[src/rtl/load_store_unit.sv]
// load_store_unit: memory-side responder for the load/store buffer.
// Runs one load or store at a time as little-endian byte transfers on the
// 8-bit RAM/IO port. Loads are sign/zero-extended and returned to the buffer
// and the CDB. Stores to IO space wait for room in the IO write buffer.
//
// Handshake: enable_from_lsb is a single-cycle request pulse. It is taken only
// when the unit is not busy (IDLE or the end-pulse cycle). end_to_lsb pulses
// once per accepted access (including an aborted load) so the buffer may issue
// again. enable_to_cdb qualifies result_to_cdb for exactly one cycle.
module load_store_unit #(
    parameter int                 ADDR_W    = 32,
    parameter int                 DATA_W    = 32,
    parameter int                 OP_W      = 6,
    parameter logic [ADDR_W-1:0]  IO_BASE   = 'h30000,
    parameter logic [OP_W-1:0]    OP_LB     = 'd1,
    parameter logic [OP_W-1:0]    OP_LH     = 'd2,
    parameter logic [OP_W-1:0]    OP_LW     = 'd3,
    parameter logic [OP_W-1:0]    OP_LBU    = 'd4,
    parameter logic [OP_W-1:0]    OP_LHU    = 'd5,
    parameter logic [OP_W-1:0]    OP_SB     = 'd6,
    parameter logic [OP_W-1:0]    OP_SH     = 'd7,
    parameter logic [OP_W-1:0]    OP_SW     = 'd8,
    parameter logic               WRITE_SIT = 1'b1
) (
    input  logic              clk_in,
    input  logic              rst_in,
    input  logic              rdy_in,
    input  logic              enable_from_lsb,
    input  logic              read_write_flag_from_lsb,
    input  logic [OP_W-1:0]   op_enum_from_lsb,
    input  logic [ADDR_W-1:0] object_address_from_lsb,
    input  logic [DATA_W-1:0] data_from_lsb,
    input  logic              roll_back_flag_from_rob,
    output logic              busy_to_lsb,
    output logic              end_to_lsb,
    output logic [DATA_W-1:0] data_to_lsb,
    output logic              enable_to_cdb,
    output logic [DATA_W-1:0] result_to_cdb,
    input  logic [7:0]        mem_din_in,
    input  logic              io_buffer_full_in,
    output logic [7:0]        mem_dout_out,
    output logic [ADDR_W-1:0] mem_a_out,
    output logic              mem_wr_out,
    output logic [2:0]        state_dbg_out
);

    typedef enum logic [2:0] {
        S_IDLE    = 3'd0,
        S_READ    = 3'd1,
        S_WRITE   = 3'd2,
        S_WAIT_IO = 3'd3,
        S_DONE    = 3'd4
    } state_t;

    state_t              state_q, state_d;
    logic [2:0]          idx_q, idx_d;        // byte index currently on the port
    logic [2:0]          size_q, size_d;      // access size in bytes (1, 2 or 4)
    logic                sgn_q, sgn_d;        // sign-extend the load result
    logic [ADDR_W-1:0]   base_q, base_d;
    logic [31:0]         sdata_q, sdata_d;
    logic [31:0]         buf_q, buf_d;        // load bytes gathered so far
    logic [ADDR_W-1:0]   mem_a_q, mem_a_d;
    logic [7:0]          mem_dout_q, mem_dout_d;
    logic                wr_q, wr_d;
    logic                busy_q, busy_d;
    logic                end_q, end_d;
    logic                cdb_q, cdb_d;
    logic [DATA_W-1:0]   data_q, data_d;
    // The RAM keeps reading while rdy_in is low, so the byte that was in
    // flight when the freeze began is parked here and used on resume.
    logic                held_q;
    logic [7:0]          din_q;

    logic [7:0]          din_eff;
    logic [2:0]          req_size;
    logic                req_sgn;
    logic                req_store;
    logic                req_io;
    logic                accept;
    logic [2:0]          idx_nx;
    logic [ADDR_W-1:0]   addr_nx;
    logic [31:0]         asm_w;

    function automatic logic [7:0] pick_byte(input logic [31:0] w, input logic [2:0] k);
        case (k)
            3'd0:    return w[7:0];
            3'd1:    return w[15:8];
            3'd2:    return w[23:16];
            default: return w[31:24];
        endcase
    endfunction

    function automatic logic [DATA_W-1:0] extend(input logic [31:0] w, input logic [2:0] size,
                                                 input logic sgn);
        case (size)
            3'd1:    return {{(DATA_W-8){sgn & w[7]}}, w[7:0]};
            3'd2:    return {{(DATA_W-16){sgn & w[15]}}, w[15:0]};
            default: return DATA_W'(w);
        endcase
    endfunction

    // Decode the incoming request: size, signedness, direction, IO target.
    always_comb begin
        req_size = 3'd4;
        req_sgn  = 1'b0;
        case (op_enum_from_lsb)
            OP_LB:        begin req_size = 3'd1; req_sgn = 1'b1; end
            OP_LBU, OP_SB: req_size = 3'd1;
            OP_LH:        begin req_size = 3'd2; req_sgn = 1'b1; end
            OP_LHU, OP_SH: req_size = 3'd2;
            OP_LW, OP_SW: req_size = 3'd4;
            default:      req_size = 3'd4;
        endcase
        req_store = (read_write_flag_from_lsb == WRITE_SIT);
        req_io    = (object_address_from_lsb >= IO_BASE);
        // A flush drops a new load but a store is already committed.
        accept    = enable_from_lsb & (req_store | ~roll_back_flag_from_rob);
    end

    // Helpers for stepping through the bytes of the current access.
    always_comb begin
        din_eff = held_q ? din_q : mem_din_in;
        idx_nx  = idx_q + 3'd1;
        addr_nx = base_q + ADDR_W'(idx_nx);
        asm_w   = buf_q;
        case (idx_q)
            3'd1:    asm_w[7:0]   = din_eff;
            3'd2:    asm_w[15:8]  = din_eff;
            3'd3:    asm_w[23:16] = din_eff;
            3'd4:    asm_w[31:24] = din_eff;
            default: asm_w        = buf_q;
        endcase
    end

    // Next-state and registered-output logic of the access FSM.
    always_comb begin
        state_d    = state_q;
        idx_d      = idx_q;
        size_d     = size_q;
        sgn_d      = sgn_q;
        base_d     = base_q;
        sdata_d    = sdata_q;
        buf_d      = buf_q;
        mem_a_d    = mem_a_q;
        mem_dout_d = mem_dout_q;
        wr_d       = wr_q;
        end_d      = 1'b0;
        cdb_d      = 1'b0;
        data_d     = data_q;
        case (state_q)
            S_IDLE, S_DONE: begin
                state_d    = S_IDLE;
                mem_a_d    = '0;
                mem_dout_d = '0;
                wr_d       = 1'b0;
                if (accept) begin
                    idx_d   = 3'd0;
                    size_d  = req_size;
                    sgn_d   = req_sgn;
                    base_d  = object_address_from_lsb;
                    sdata_d = data_from_lsb[31:0];
                    mem_a_d = object_address_from_lsb;
                    if (!req_store) begin
                        state_d = S_READ;
                        buf_d   = '0;
                    end else begin
                        mem_dout_d = data_from_lsb[7:0];
                        if (req_io && io_buffer_full_in) begin
                            state_d = S_WAIT_IO;
                        end else begin
                            state_d = S_WRITE;
                            wr_d    = 1'b1;
                        end
                    end
                end
            end
            S_READ: begin
                if (roll_back_flag_from_rob) begin
                    // Abort the load but still release the buffer's interlock.
                    state_d = S_IDLE;
                    end_d   = 1'b1;
                    mem_a_d = '0;
                end else begin
                    // Byte idx-1 arrives this cycle (nothing yet when idx is 0).
                    buf_d = asm_w;
                    if (idx_q == size_q) begin
                        state_d = S_DONE;
                        end_d   = 1'b1;
                        cdb_d   = 1'b1;
                        data_d  = extend(asm_w, size_q, sgn_q);
                        mem_a_d = '0;
                    end else begin
                        idx_d = idx_nx;
                        if (idx_nx < size_q) begin
                            mem_a_d = addr_nx;
                        end
                    end
                end
            end
            S_WRITE: begin
                // The byte on the port is written this cycle.
                if (idx_q == size_q - 3'd1) begin
                    state_d    = S_DONE;
                    end_d      = 1'b1;
                    wr_d       = 1'b0;
                    mem_a_d    = '0;
                    mem_dout_d = '0;
                end else begin
                    idx_d      = idx_nx;
                    mem_a_d    = addr_nx;
                    mem_dout_d = pick_byte(sdata_q, idx_nx);
                    if ((addr_nx >= IO_BASE) && io_buffer_full_in) begin
                        state_d = S_WAIT_IO;
                        wr_d    = 1'b0;
                    end else begin
                        state_d = S_WRITE;
                        wr_d    = 1'b1;
                    end
                end
            end
            S_WAIT_IO: begin
                // Address and data stay put until the IO buffer has room.
                if (!io_buffer_full_in) begin
                    state_d = S_WRITE;
                    wr_d    = 1'b1;
                end
            end
            default: begin
                state_d = S_IDLE;
                mem_a_d = '0;
                wr_d    = 1'b0;
            end
        endcase
        busy_d = (state_d == S_READ) || (state_d == S_WRITE) || (state_d == S_WAIT_IO);
    end

    // State register: reset wins, rdy_in low freezes everything.
    always_ff @(posedge clk_in) begin
        if (rst_in) begin
            state_q    <= S_IDLE;
            idx_q      <= '0;
            size_q     <= '0;
            sgn_q      <= 1'b0;
            base_q     <= '0;
            sdata_q    <= '0;
            buf_q      <= '0;
            mem_a_q    <= '0;
            mem_dout_q <= '0;
            wr_q       <= 1'b0;
            busy_q     <= 1'b0;
            end_q      <= 1'b0;
            cdb_q      <= 1'b0;
            data_q     <= '0;
            held_q     <= 1'b0;
            din_q      <= '0;
        end else if (rdy_in) begin
            state_q    <= state_d;
            idx_q      <= idx_d;
            size_q     <= size_d;
            sgn_q      <= sgn_d;
            base_q     <= base_d;
            sdata_q    <= sdata_d;
            buf_q      <= buf_d;
            mem_a_q    <= mem_a_d;
            mem_dout_q <= mem_dout_d;
            wr_q       <= wr_d;
            busy_q     <= busy_d;
            end_q      <= end_d;
            cdb_q      <= cdb_d;
            data_q     <= data_d;
            held_q     <= 1'b0;
        end else if (!held_q) begin
            held_q <= 1'b1;
            din_q  <= mem_din_in;
        end
    end

    assign busy_to_lsb   = busy_q;
    assign end_to_lsb    = end_q;
    assign data_to_lsb   = data_q;
    assign result_to_cdb = data_q;
    assign enable_to_cdb = cdb_q & ~roll_back_flag_from_rob;
    assign mem_a_out     = mem_a_q;
    assign mem_dout_out  = mem_dout_q;
    assign mem_wr_out    = wr_q & rdy_in;
    assign state_dbg_out = state_q;

endmodule

[config.mk]
export PLATFORM = sky130hd
export DESIGN_NAME = load_store_unit
export DESIGN_NICKNAME = d
export VERILOG_FILES = /design/src/rtl/load_store_unit.sv
export SDC_FILE = /design/constraint.sdc
export NUM_CORES = 1
export LEC_CHECK = 0
export CAP_MARGIN = 15
export CORE_MARGIN = 3
export CORE_UTILIZATION = 53
export CTS_BUF_LIST = sky130_fd_sc_hd__clkbuf_8
export DETAILED_ROUTE_END_ITERATION = 12
export PLACE_DENSITY = 0.83
export SKIP_CTS_REPAIR_TIMING = 1
export SYNTH_ARGS = -nofsm -noshare
export SYNTH_HDL_FRONTEND = slang
export SYNTH_SLANG_ARGS = --single-unit
[constraint.sdc]
create_clock -name clk_in -period 4 [get_ports clk_in]
set_input_delay 1 -clock clk_in [delete_from_list [all_inputs] [get_ports clk_in]]
set_output_delay 1 -clock clk_in [all_outputs]
set_load 0.01 [all_outputs]
==> flow_summary.ini <==
[worst_setup_path]
crit_start = idx_q[2]$_SDFFE_PP0P_
worstReg2RegEnd = wr_q$_SDFFE_PP0P_
r2r-start = idx_q[2]$_SDFFE_PP0P_
worst-r2r-cell-count = 11
required_ns = 4.36
worstPathCellList = inv_1, ha_1, inv_1, ha_1, a21oi_1, a21boi_0, a21oi_1, o21ai_0, o2111ai_1, or3_1, o41ai_2
crit_type = reg2reg
critPathMaxFanout = 7
cp.arrival_ns = 3.86
r2r_slack_ns = 0.50
slowest_delay_ns = 0.54
crit_slowest_cell = a21boi_0
setup.worst_path.end = wr_q$_SDFFE_PP0P_
end_kind = register
start_kind = register

[job]
cap_violations = 0

[logic_synthesis]
synth_compound_gate_area_share_pct = 22.1
synth_mux_area_share_pct = 0.972
netlist_area_um2 = 9260
synth_xor_area_share_pct = 3.74
ys_types = 60
synthCells = 1215
synth-adder-area-share_pct = 2.38
synthSimpleGateAreaFrac_pct = 22.9
syn_area_per_cell_um2 = 7.62
synth_seq_area_share_pct = 41.3
synth-warning-count = 0
synth-seq-cells = 191
async_flop_share_pct = 0
syn-num-nets = 1317
synth_edf_count = 0
synth_ff_type = dfxtp_1
synth_top_family_by_area = simple AND/OR/NAND/NOR gates

[route]
drtIter0Drc = 873
avgViaCountPerCell = 5.82
ant_nets = 0
drc = 0
num_vias = 9134
first_pass_iters = 6
wire_per_inst_um = 16.4
wl_um = 25700

[run_status]
status = finished, final reports clean

[finish]
drive_gt1_share_pct = 5.56
multi_input_area_um2 = 4840
filler_cell_count = 1423
stdcell_count = 1570
syn_to_final_growth_pct = 24.4
ff_latch_area_um2 = 3820
final_nets = 1441

[power]
ir_drop_uv = 235
leakage_nw = 4.05
p_per_area_nw_per_um2 = 337

[cts]
clk_pin_slew_ns = 0.09
cts_root_buf = clkbuf_8
insertion_delay_ns = 0.47
cts_sinks = 191
clock_path_buffers = 2
cts_tree = built
numCtsBuffers = 17
htree_levels = 4

[sta]
worst_pin_slew_ns = 0.939
layout_min_cycle_time_ns = 3.50
setup_violations = 0
timing.fmax_mhz = 285
tns_ns = 0
maxSlewViolCount = 0
rsz0062_at_grt = no
maxSlewHeadroom_pct = 37.4
skew_ns = 0.0147
fin_crit_sh_pct = 87.6
hold_viol = 0

[floorplanning]
die_w_um = 138
chipHeight_um = 138
core.rowCount = 47
core_area_um2 = 16800
io_pins = 196
die-area_um2 = 19100
initial_core_util_pct = 55.1

[grt]
grt_pass1_vias = 8533
antenna_found_initial = 1
grt_max_degree = 94
grt_pass1_wl_um = 42700
overflow = 0
grt_usage_pct = 26.3

[placed_design]
gp_congestion = 0.922
hpwl_um = 18200
dp.cells = 1539
port_buffers = 195

[min_path]
hold_path.class = reg2reg
-- power by group --
group	total (mW)	internal [mW]	switching (mW)
clock	1.32	0.617	0.700
combinational	0.538	0.243	0.295
sequential	2.03	1.97	0.0600
-- cell usage after synthesis (17+ instances only) --
| master | number | share of area [%] |
|---|---|---|
| nor3_1 | 27 | 1.5 |
| nor2_1 | 119 | 4.8 |
| a21oi_1 | 157 | 8.5 |
| buf_4 | 32 | 2.6 |
| nand3_1 | 27 | 1.5 |
| o21ai_0 | 78 | 4.2 |
| xor2_1 | 17 | 1.6 |
| nand2_1 | 247 | 10 |
| a22oi_1 | 47 | 3.8 |
| xnor2_1 | 20 | 1.9 |
| dfxtp_1 | 191 | 41 |
| clkbuf_1 | 71 | 2.9 |
-- metrics by stage --
| stage | hold WS [ns] | setup WS (ns) | area (um^2) | total power [mW] | utilization (%) |
|---|---|---|---|---|---|
| floorplan | 0.436 | 1.02 | 9260 | 2.34 | - |
| global placement | 0.443 | 0.480 | 11100 | 2.59 | 66.1 |
| detailed placement | 0.448 | 0.363 | 11100 | 2.60 | 66.1 |
| CTS | 0.460 | 0.558 | 11500 | 3.89 | 68.5 |
| global route | 0.483 | 0.225 | 11500 | 4.03 | 68.5 |
| finish | 0.462 | 0.496 | 11500 | 3.88 | 68.5 |
-- kinds of logic after synthesis --
| kind of cell | Yosys count |
|---|---|
| and+or+nand+nor | 488 |
| AOI/OAI and AO/OA | 343 |
| DFF | 191 |
| buffers and inverters | 129 |
| xor gates and xnor gates | 38 |
| adders and majority gates | 17 |
| muxes | 9 |
-- cell type report --
cell class | instances | area share (%)
Antenna cell | 1 | 0.0217
Multi-Input combinational cell | 895 | 42.0
Inverter | 17 | 0.554
Timing Repair Buffer | 217 | 18.5
Tap cell | 220 | 2.39
Clock buffer | 17 | 2.03
Clock inverter | 12 | 1.38
Sequential cell | 191 | 33.2
-- layout by cell type, fill, tap and decap left out, types with 3 or more instances in the layout --
| cell type | n |
|---|---|
| a222oi_1 | 8 |
| a211oi_1 | 10 |
| mux2i_1 | 9 |
| nand2_1 | 246 |
| nand4_1 | 5 |
| a22oi_1 | 47 |
| nand2b_1 | 5 |
| o21ai_0 | 78 |
| clkbuf_8 | 17 |
| a21o_1 | 5 |
| inv_1 | 16 |
| and3_1 | 7 |
| nor3b_1 | 3 |
| dfxtp_1 | 191 |
| a21oi_1 | 156 |
| nor3_1 | 27 |
| nor2b_1 | 7 |
| and4_1 | 3 |
| or3_1 | 3 |
| xnor2_1 | 20 |
| clkinv_2 | 3 |
| inv_6 | 4 |
| nor4_1 | 7 |
| and2_1 | 6 |
| o211ai_1 | 9 |
| or4_1 | 4 |
| a32oi_1 | 8 |
| clkdlybuf4s50_1 | 194 |
| buf_4 | 22 |
| or2_2 | 8 |
| bufinv_16 | 3 |
| xor2_1 | 17 |
| ha_1 | 16 |
| nand3_1 | 27 |
| nor2_1 | 119 |
-- critical path, delay by kind of cell (launching register included) --
family          cells  cell delay, ns
compound gates      6            1.58
fa+ha+maj           2            0.68
buf+inv             2            0.24
flops               1            0.49
simple gates        1            0.42
-- metal layers --
metal / GRT usage, % / part of all wire [%]
met1: 36.1 / 44
met3: 4.52 / 7.2
met2: 43.0 / 47
met4: 7.54 / 1.7
met5: 0 / 0
-- state kept, by name, summed over array words and instances, names as in the netlist, 3 cells and up --
| name | count |
|---|---|
| base_q | 32 |
| size_q | 3 |
| data_to_lsb | 32 |
| din_q | 8 |
| mem_a_out | 32 |
| idx_q | 3 |
| sdata_q | 32 |
| buf_q | 32 |
| mem_dout_out | 8 |
| state_dbg_out | 3 |
-- worst min-delay path by stage --
stage / from / end / depth (start not counted)
after floorplan: sdata_q[16]$_SDFFE_PP0P_ / sdata_q[16]$_SDFFE_PP0P_ / 2
after global placement: sdata_q[0]$_SDFFE_PP0P_ / sdata_q[0]$_SDFFE_PP0P_ / 2
after detailed placement: sdata_q[17]$_SDFFE_PP0P_ / sdata_q[17]$_SDFFE_PP0P_ / 2
after CTS: sdata_q[17]$_SDFFE_PP0P_ / sdata_q[17]$_SDFFE_PP0P_ / 2
after global routing: sdata_q[25]$_SDFFE_PP0P_ / sdata_q[25]$_SDFFE_PP0P_ / 2
final: sdata_q[22]$_SDFFE_PP0P_ / sdata_q[22]$_SDFFE_PP0P_ / 2
Power figures use the tool's default switching activity.
